===== src/rtl/spi_sample_capture_pkg.sv =====
// Shared types and field widths for the SPI sample capture block.
package spi_sample_pkg;

   localparam int WORD_W = 16;
   localparam int FREQ_W = 14;
   localparam int AMPL_W = 8;

   localparam logic [1:0] TAG_FREQ = 2'b01;
   localparam logic [1:0] TAG_AMPL = 2'b10;

   typedef enum logic [2:0] {
      IDLE,
      ACTIVE,
      STUCK,
      SETTLE,
      SAMPLE1,
      SAMPLE2,
      DECODE
   } state_t;

endpackage


===== src/rtl/spi_sample_capture_if.sv =====
// Bundle between the Arduino SPI receiver side and the tone generator side.
interface spi_sample_capture_if;
   import spi_sample_pkg::*;

   logic              input_SPI_CS_n;
   logic [WORD_W-1:0] inputWord;
   logic [FREQ_W-1:0] outputFrequency;
   logic [AMPL_W-1:0] outputAmplitude;
   logic              frequencyValid;
   logic              amplitudeValid;
   logic              frameError;
   logic              busy;

   modport master (
      output input_SPI_CS_n, inputWord,
      input  outputFrequency, outputAmplitude, frequencyValid, amplitudeValid,
             frameError, busy
   );

   modport slave (
      input  input_SPI_CS_n, inputWord,
      output outputFrequency, outputAmplitude, frequencyValid, amplitudeValid,
             frameError, busy
   );

endinterface


===== src/rtl/spi_sample_capture_sync_edge_detect.sv =====
// Multi-flop synchroniser for an asynchronous GPIO level with rise/fall pulses.
module sync_edge_detect #(
   parameter int   STAGES    = 2,
   parameter logic RESET_VAL = 1'b1
) (
   input  logic clk,
   input  logic rst_n,
   input  logic async_in,
   output logic rise,
   output logic fall
);

   logic [STAGES-1:0] chain;
   logic              hist;

   always_ff @(posedge clk or negedge rst_n) begin
      if (!rst_n) begin
         chain <= {STAGES{RESET_VAL}};
         hist  <= RESET_VAL;
      end else begin
         chain <= {chain[STAGES-2:0], async_in};
         hist  <= chain[STAGES-1];
      end
   end

   // Edges are taken only between the last sync stage and the history flop
   assign rise = chain[STAGES-1] & ~hist;
   assign fall = ~chain[STAGES-1] & hist;

endmodule


===== src/rtl/spi_sample_capture.sv =====
// Captures a settled SPI word after CS_n rises, double-samples it and decodes
// frequency/amplitude updates for the tone generator.
module spi_sample_capture
   import spi_sample_pkg::*;
#(
   parameter int SYNC_STAGES    = 2,
   parameter int SETTLE_CYCLES  = 8,
   parameter int TIMEOUT_CYCLES = 50000
) (
   input  logic                 CLK_50Mhz,
   input  logic                 reset_n,
   spi_sample_capture_if.slave  bus
);

   localparam int CNT_MAX = (SETTLE_CYCLES > TIMEOUT_CYCLES) ? SETTLE_CYCLES : TIMEOUT_CYCLES;
   localparam int CNT_W   = $clog2(CNT_MAX);
   localparam logic [CNT_W-1:0] SETTLE_LAST  = CNT_W'(SETTLE_CYCLES - 1);
   localparam logic [CNT_W-1:0] TIMEOUT_LAST = CNT_W'(TIMEOUT_CYCLES - 1);

   state_t            state;
   logic [CNT_W-1:0]  cnt;
   logic [WORD_W-1:0] capture;
   logic              cs_rise;
   logic              cs_fall;

   sync_edge_detect #(
      .STAGES    (SYNC_STAGES),
      .RESET_VAL (1'b1)
   ) u_cs_sync (
      .clk      (CLK_50Mhz),
      .rst_n    (reset_n),
      .async_in (bus.input_SPI_CS_n),
      .rise     (cs_rise),
      .fall     (cs_fall)
   );

   assign bus.busy = (state != IDLE);

   always_ff @(posedge CLK_50Mhz or negedge reset_n) begin
      if (!reset_n) begin
         state               <= IDLE;
         cnt                 <= '0;
         capture             <= '0;
         bus.outputFrequency <= '0;
         bus.outputAmplitude <= '0;
         bus.frequencyValid  <= 1'b0;
         bus.amplitudeValid  <= 1'b0;
         bus.frameError      <= 1'b0;
      end else begin
         bus.frequencyValid <= 1'b0;
         bus.amplitudeValid <= 1'b0;
         bus.frameError     <= 1'b0;
         case (state)
            IDLE: begin
               if (cs_fall) begin
                  state <= ACTIVE;
                  cnt   <= '0;
               end
            end
            ACTIVE: begin
               if (cs_rise) begin
                  state <= SETTLE;
                  cnt   <= '0;
               end else if (cnt == TIMEOUT_LAST) begin
                  bus.frameError <= 1'b1;
                  state          <= STUCK;
               end else begin
                  cnt <= cnt + 1'b1;
               end
            end
            STUCK: begin
               if (cs_rise) state <= IDLE;
            end
            SETTLE: begin
               // A new frame started before the old word was sampled
               if (cs_fall) begin
                  bus.frameError <= 1'b1;
                  state          <= ACTIVE;
                  cnt            <= '0;
               end else if (cnt == SETTLE_LAST) begin
                  state <= SAMPLE1;
                  cnt   <= '0;
               end else begin
                  cnt <= cnt + 1'b1;
               end
            end
            SAMPLE1: begin
               capture <= bus.inputWord;
               state   <= SAMPLE2;
            end
            SAMPLE2: begin
               if (bus.inputWord != capture) begin
                  bus.frameError <= 1'b1;
                  state          <= IDLE;
               end else begin
                  state <= DECODE;
               end
            end
            DECODE: begin
               case (capture[WORD_W-1 -: 2])
                  TAG_FREQ: begin
                     bus.outputFrequency <= capture[FREQ_W-1:0];
                     bus.frequencyValid  <= 1'b1;
                  end
                  TAG_AMPL: begin
                     if (capture[WORD_W-3:AMPL_W] == '0) begin
                        bus.outputAmplitude <= capture[AMPL_W-1:0];
                        bus.amplitudeValid  <= 1'b1;
                     end else begin
                        bus.frameError <= 1'b1;
                     end
                  end
                  default: bus.frameError <= 1'b1;
               endcase
               state <= IDLE;
            end
            default: state <= IDLE;
         endcase
      end
   end

endmodule

===== src/flat_wrapper.sv =====
// flat-port wrapper written by rule: the top's interface ports become plain ports
module spi_sample_capture_flat import spi_sample_pkg::*;
#(
   parameter int SYNC_STAGES    = 2,
   parameter int SETTLE_CYCLES  = 8,
   parameter int TIMEOUT_CYCLES = 50000
)
  (CLK_50Mhz, reset_n, bus_input_SPI_CS_n, bus_inputWord, bus_outputFrequency, bus_outputAmplitude, bus_frequencyValid, bus_amplitudeValid, bus_frameError, bus_busy);
  spi_sample_capture_if bus_i ();
  input  logic CLK_50Mhz;
  input  logic reset_n;
  input wire logic [$bits(bus_i.input_SPI_CS_n)-1:0] bus_input_SPI_CS_n;
  input wire logic [$bits(bus_i.inputWord)-1:0] bus_inputWord;
  output wire logic [$bits(bus_i.outputFrequency)-1:0] bus_outputFrequency;
  output wire logic [$bits(bus_i.outputAmplitude)-1:0] bus_outputAmplitude;
  output wire logic [$bits(bus_i.frequencyValid)-1:0] bus_frequencyValid;
  output wire logic [$bits(bus_i.amplitudeValid)-1:0] bus_amplitudeValid;
  output wire logic [$bits(bus_i.frameError)-1:0] bus_frameError;
  output wire logic [$bits(bus_i.busy)-1:0] bus_busy;
  assign bus_i.input_SPI_CS_n = bus_input_SPI_CS_n;
  assign bus_i.inputWord = bus_inputWord;
  assign bus_outputFrequency = bus_i.outputFrequency;
  assign bus_outputAmplitude = bus_i.outputAmplitude;
  assign bus_frequencyValid = bus_i.frequencyValid;
  assign bus_amplitudeValid = bus_i.amplitudeValid;
  assign bus_frameError = bus_i.frameError;
  assign bus_busy = bus_i.busy;
  spi_sample_capture #(.SYNC_STAGES(SYNC_STAGES), .SETTLE_CYCLES(SETTLE_CYCLES), .TIMEOUT_CYCLES(TIMEOUT_CYCLES)) u_core (.CLK_50Mhz(CLK_50Mhz), .reset_n(reset_n), .bus(bus_i));
endmodule

===== config.mk =====
export PLATFORM = sky130hd
export DESIGN_NAME = spi_sample_capture_flat
export DESIGN_NICKNAME = d
export VERILOG_FILES = /design/src/rtl/spi_sample_capture_pkg.sv /design/src/rtl/spi_sample_capture_if.sv /design/src/rtl/spi_sample_capture_sync_edge_detect.sv /design/src/rtl/spi_sample_capture.sv /design/src/flat_wrapper.sv
export SDC_FILE = /design/constraint.sdc
export NUM_CORES = 1
export LEC_CHECK = 0
export BUFFER_PORTS_ARGS = -buffer_cell sky130_fd_sc_hd__buf_4
export CAP_MARGIN = 0
export CORE_MARGIN = 1
export CORE_UTILIZATION = 55
export DETAILED_ROUTE_END_ITERATION = 7
export PLACE_DENSITY = 0.88
export SLEW_MARGIN = 40
export SYNTH_ARGS = -nofsm -noshare
export SYNTH_HDL_FRONTEND = slang
export SYNTH_SLANG_ARGS = --single-unit

===== constraint.sdc =====
create_clock -name CLK_50Mhz -period 2.1 [get_ports CLK_50Mhz]
set_input_delay 0 -clock CLK_50Mhz [delete_from_list [all_inputs] [get_ports CLK_50Mhz]]
set_output_delay 0 -clock CLK_50Mhz [all_outputs]
set_load 0.05 [all_outputs]

== Word-level counts from Yosys, hierarchy flattened ==
Cells that the tools add are included.

* Bits in registers: 63
* Word-level logic and storage cells: 65
* Memories: 0
* RAM bits: 0
* Output and inout bits: 26
* Latch bits: 0
* Bits in read-only memories: 0
* Input port bits: 19

* $lt $le $gt $ge: 0
* Equality and inequality tests: 16
* Add/sub/neg operators: 1
* Divide/modulo/power cells: 0
* Bitwise gates (word level): 4
* Muxes and demuxes: 26
* Multiply operators: 0
* Reduce and logical (&&, ||, !) cells: 8
* Shifts and indexed selects: 0

{| class="wikitable"
|+ Operators by type and width
! kind !! count
|-
| 16-bit two-way mux || 5
|-
| 16-bit one-hot mux with 3 select lines || 1
|-
| 3-bit two-way mux || 7
|-
| 3-bit one-hot mux with 6 select lines || 1
|-
| 16-bit by 1-bit adder with 16-bit output, second input constant || 1
|-
| 16-bit equality test, second input constant || 1
|-
| 16-bit by 3-bit equality test with 1-bit output, second input constant || 1
|-
| 16-bit != test || 1
|-
| 1-bit two-way mux || 10
|-
| 3-bit equality test, second input constant || 3
|-
| 3-bit by 2-bit equality test with 1-bit output, second input constant || 2
|-
| 6-bit logical NOT || 1
|-
| 3-bit by 1-bit != test with 1-bit output, second input constant || 2
|-
| 3-bit AND reduction || 2
|-
| 3-bit nonzero test || 2
|-
| 2-bit by 1-bit != test with 1-bit output, second input constant || 2
|-
| 1-bit one-hot mux with 4 select lines || 1
|-
| 4-bit AND reduction || 1
|-
| 3-bit by 1-bit equality test with 1-bit output, second input constant || 1
|-
| 3-bit logical NOT || 1
|-
| 3-bit by 2-bit != test with 1-bit output, second input constant || 1
|-
| 1-bit bitwise AND || 2
|-
| 2-bit by 1-bit equality test with 1-bit output, second input constant || 1
|-
| 2-bit equality test, second input constant || 1
|-
| 3 further kinds || 4
|}

== Logic depth before layout (Yosys ltp) ==
* Depth after elaboration: 4
* Gate-level depth with buffers: 7
* Gate-level depth less buffers: 6

== Cells and area by module ==
A second synthesis with hierarchy kept.

* Cell total of the unflattened synthesis: 247
* Area total of the unflattened synthesis: 2972.9 um^2

{| class="wikitable"
|+ Modules (own cells, without submodules)
! module !! times used !! area each (um^2) !! cells each !! seq. area each (um^2)
|-
| spi_sample_capture || 1 || 2879.0 || 242 || 1501.4
|-
| sync_edge_detect || 1 || 93.8 || 5 || 78.8
|}

== Worst setup path before layout ==
No wires, ideal clock.

* Kind: reg2reg
* From: register u_core.cnt[7]
* To: register u_core.cnt[11]
* Arrival: 1756 ps
* Cell stages (with the launch flop): 7
* Path slack: 212 ps
* Data required time: 1969 ps
* Period minus slack after synthesis: 1888 ps
* Path through: dfrtp_1 or4_4 nor4_4 a21oi_2 buf_6 a31oi_1 a31oi_1

* Longest elaborated chain between the ends: 4
* Elaborated cells between the ends (all ways): 10
* Classes of those cells: add/sub: 1; eq/ne: 3; mux: 5; reduce/logical: 1

{| class="wikitable"
|+ RTL lines
! element !! line !! RTL
|-
| start: declaration || spi_sample_capture.sv:21 || <nowiki>logic [CNT_W-1:0] cnt;</nowiki>
|-
| start signal: assignment || spi_sample_capture.sv:68 || <nowiki>cnt <= cnt + 1'b1;</nowiki>
|-
| start signal: assignment || spi_sample_capture.sv:84 || <nowiki>cnt <= cnt + 1'b1;</nowiki>
|-
| 16-bit by 1-bit adder with 16-bit output / 16-bit by 3-bit equality test with 1-bit output (equally long branches) || spi_sample_capture.sv:68, spi_sample_capture.sv:84, spi_sample_capture.sv:80 ||
|-
| 16-bit two-way mux, on equally long branches || spi_sample_capture.sv:80, spi_sample_capture.sv:64 ||
|-
| 16-bit two-way mux, on equally long branches || spi_sample_capture.sv:76, spi_sample_capture.sv:61 ||
|-
| 16-bit one-hot mux with 3 select lines || spi_sample_capture.sv:53 || <nowiki>case (state)</nowiki>
|}

Parallel ways exist; a longest one is shown, timed or not. The select of a mux whose other input is x is not followed.
A chain may end at the register's enable or synchronous reset.

== Final worst setup path ==
* From: register u_core.cnt[7]
* To: register u_core.cnt[4]

* Longest elaborated chain between the ends: 4
* Elaborated cells between the ends (all ways): 7
* Classes of those cells: eq/ne: 3; mux: 3; reduce/logical: 1

{| class="wikitable"
|+ RTL lines
! element !! line !! RTL
|-
| 16-bit by 3-bit equality test with 1-bit output || spi_sample_capture.sv:80 || <nowiki>end else if (cnt == SETTLE_LAST) begin</nowiki>
|-
| 16-bit two-way mux || spi_sample_capture.sv:80 ||
|-
| 16-bit two-way mux || spi_sample_capture.sv:76 || <nowiki>if (cs_fall) begin</nowiki>
|-
| 16-bit one-hot mux with 3 select lines || spi_sample_capture.sv:53 ||
|}

Parallel ways exist; a longest one is shown, timed or not.

==> results.sh <==
export IMPL_routed_wl_um=6910
export IMPL_crit_end="u_core.cnt[4]"
export IMPL_cts_buffers=9
export IMPL_tritoncts="done"
export IMPL_reg2reg_depth=5
export IMPL_yosys_cell_types_count=46
export IMPL_synth_main_ff_cell="dfrtp_1"
export IMPL_netlist_instances=247
export IMPL_die_h_um=75.8
export IMPL_maxCapViolCount=0
export IMPL_setup_tns_final_ps=0
export IMPL_clock_latency_ps=350
export IMPL_p_leak_uw=0.00184
export IMPL_routedWlPerCell_um=17.3
export IMPL_crit_required_ps=2320
export IMPL_grt_pass1_wl_um=10900
export IMPL_coreArea_mm2=0.00517
export IMPL_synth_edf_count=0
export IMPL_die_area_mm2=0.00575
export IMPL_cp_end_kind="flip-flop"
export IMPL_p_per_area_mw_per_mm2=1250
export IMPL_critPathMaxStageDelay_ps=590
export IMPL_synth_commonest_cells="dfrtp_1, mux2_2, xor2_1"
export IMPL_async_reset_ff_frac=1.00
export IMPL_finalSetupViolations=0
export IMPL_maxSlewHeadroom=0.608
export IMPL_boundaryPins=45
export IMPL_yosys_top_cells_area="dfrtp_1, mux2_2, xor2_1"
export IMPL_grt_antenna_before_repair=0
export IMPL_areaGrowthSynthToFinish_pct=28.8
export IMPL_synth_seq_cells=63
export IMPL_final_min_clock_period_ps=1950
export IMPL_vdd_ir_drop_max_mv=0.783
export IMPL_cp_max_fo=18
export IMPL_max_slew_worst_pin_slew_ps=583
export IMPL_ctsRootBufferMaster="clkbuf_8"
export IMPL_drv_slew=0
export IMPL_final_hold_violation_count=0
export IMPL_crit_chain="or4_4, nor4_4, o21bai_4, a31oi_1, a31oi_1"
export IMPL_arrival_ps=2170
export IMPL_synth_top_cell_by_area="dfrtp_1"
export IMPL_yosysTopAreaCellShare=0.501
export IMPL_via_count=2297
export IMPL_rows=26
export IMPL_layout_drive_gt1_share=0.365
export IMPL_globalplace_congestion=0.893
export IMPL_netlist_area_mm2=0.00300
export IMPL_crit_path_start="u_core.cnt[7]"
export IMPL_synth_warnings=0
export IMPL_finClkSkew_ps=9.53
export IMPL_grt_total_usage=0.264
export IMPL_reg2reg_slack_ps=150
export IMPL_final_area_mm2=0.00386
export IMPL_drt_vias_per_instance=5.76
export IMPL_fp_dieW_um=75.8
export IMPL_crit_path_start_kind="flip-flop"
export IMPL_htree_levels=3
export IMPL_drtIter0Drc=245
export IMPL_hold_path_class="in2async"
export IMPL_cts_setup_buffers=0
export IMPL_total_power_uw=4840
export IMPL_cts_path_max_buffers=2
export IMPL_slowest_stage="or4_4"
export IMPL_cts_clk_slew_worst_paths_ps=70
export IMPL_yosysMostFrequentCell="dfrtp_1"
export IMPL_r2r_start="u_core.cnt[7]"
export IMPL_syn_nets=267
export IMPL_first_global_vias=2218
export IMPL_rsz0062_at_grt="false"
export IMPL_dpl_cell_area_mm2=0.00344
export IMPL_io_buffers=44
export IMPL_ys_seq_area_frac=0.527
export IMPL_fin_nets=344
export IMPL_n_antenna_cell=0
export IMPL_dpl_hpwl_um=4210
export IMPL_avgSynthCellArea_um2=12.1
export IMPL_max_clock_freq_ghz=0.512
export IMPL_grt_max_degree=64
export IMPL_outcome="complete, no violations"
export IMPL_firstDrtPassIters=4
export IMPL_n_fill_cell=330
export IMPL_cts_sinks=63
export IMPL_grt_ovfl_total=0
export IMPL_start_util=0.580
export IMPL_fin_crit_sh=0.931
export IMPL_crit_top_cell="a31oi_1"
export IMPL_drc=0
export IMPL_final_antenna_net_count=0
export IMPL_rr_endpoint="u_core.cnt[4]"
export IMPL_worst_setup_path_type="reg2reg"
[where the power goes]
| group | switching, uW | internal [uW] |
|---|---|---|
| combinational | 1110 | 707 |
| sequential | 306 | 1520 |
| clock | 519 | 684 |
[kinds of logic (layout without fill, tap and decap cells)]
family,after synthesis,after routing,synth area share
compound gates,29,29,0.0743
xor+xnor,24,24,0.0701
fa+ha+maj,1,1,0.00417
buf+inv,13,95,0.0246
flops,63,63,0.527
mux,38,38,0.142
simple gates,79,79,0.157
[worst max-delay path, delay by kind of cell, from the launching register on]
family	cells	cell delay [ps]
flops	1	410
compound gates	3	490
simple gates	2	930
[what timing repair did]
item                                   CTS  global route
hold buffers                            18             0
setup endpoints to repair                0             6
resized for setup                        0             1
endpoints found under the hold margin   77             0
[metal layers]
| metal | vias to the layer above | global-route usage | wire length [um] |
|---|---|---|---|
| met4 | 0 | 0.177 | 194 |
| met2 | 91 | 0.403 | 3330 |
| met5 | - | 0 | 0 |
| met1 | 1132 | 0.334 | 3010 |
| li1 | 1055 | - | - |
| met3 | 19 | 0.0622 | 374 |
[final cells by class]
type	instances	area (um2)	area share
multi-input combinational	171	1350	0.350
sequential	63	1580	0.409
inverter	7	26.3	0.00680
timing repair buffer	72	589	0.153
tap	70	87.6	0.0227
clock buffer	9	124	0.0321
clock inverter	7	104	0.0269
[state kept, by name, summed over array words and instances, names as in the netlist]
signal and cells:
u_core.bus.frequencyValid 1, u_core.bus.amplitudeValid 1, u_core.u_cs_sync.hist 1, u_core.u_cs_sync.chain 2
u_core.capture 16, u_core.state 3, u_core.bus.frameError 1, u_core.bus.outputAmplitude 8
u_core.bus.outputFrequency 14, u_core.cnt 16
[through the flow]
stage / setup slack, ps / hold slack (ps) / instances / util
6_report: 146 / 175 / 399 / 0.747
5_1_grt: 8.36 / 259 / 399 / 0.747
4_1_cts: 95.7 / 292 / 399 / 0.745
3_5_place_dp: 105 / 110 / 365 / 0.666
3_3_place_gp: 158 / 110 / 365 / 0.666
2_1_floorplan: 212 / -296 / 247 / -
[cell usage in the layout (no fill, tap or decap), drive strengths merged, types with 2 or more instances in the layout]
cell / Yosys / layout
clkbuf: 0 / 9
nor2: 14 / 14
mux2: 37 / 37
bufinv: 0 / 2
clkinv: 0 / 2
nor2b: 2 / 2
or4: 2 / 2
o211ai: 2 / 2
nand3: 15 / 15
dfstp: 3 / 3
dfrtp: 60 / 60
buf: 6 / 54
nor3: 2 / 2
a21oi: 6 / 6
a31oi: 8 / 8
nor4: 9 / 9
nand2: 13 / 13
nor4b: 2 / 2
o21ai: 5 / 5
nand2b: 2 / 2
nand4: 6 / 6
and3: 5 / 5
inv: 7 / 10
dlygate4sd3: 0 / 18
xor2: 23 / 23
or3: 2 / 2
[worst min-delay path by stage]
stage | from | endpoint | slack, ps | cells past startpoint
after floorplan | reset_n | u_core.bus.amplitudeValid | -300 | 0
after global routing | reset_n | u_core.cnt[0] | 260 | 2
after global placement | bus_input_SPI_CS_n | u_core.u_cs_sync.chain[0] | 110 | 1
final | reset_n | u_core.cnt[0] | 170 | 2
after CTS | bus_input_SPI_CS_n | u_core.u_cs_sync.chain[0] | 290 | 2
after detailed placement | bus_input_SPI_CS_n | u_core.u_cs_sync.chain[0] | 110 | 1
Power figures use the tool's default switching activity.
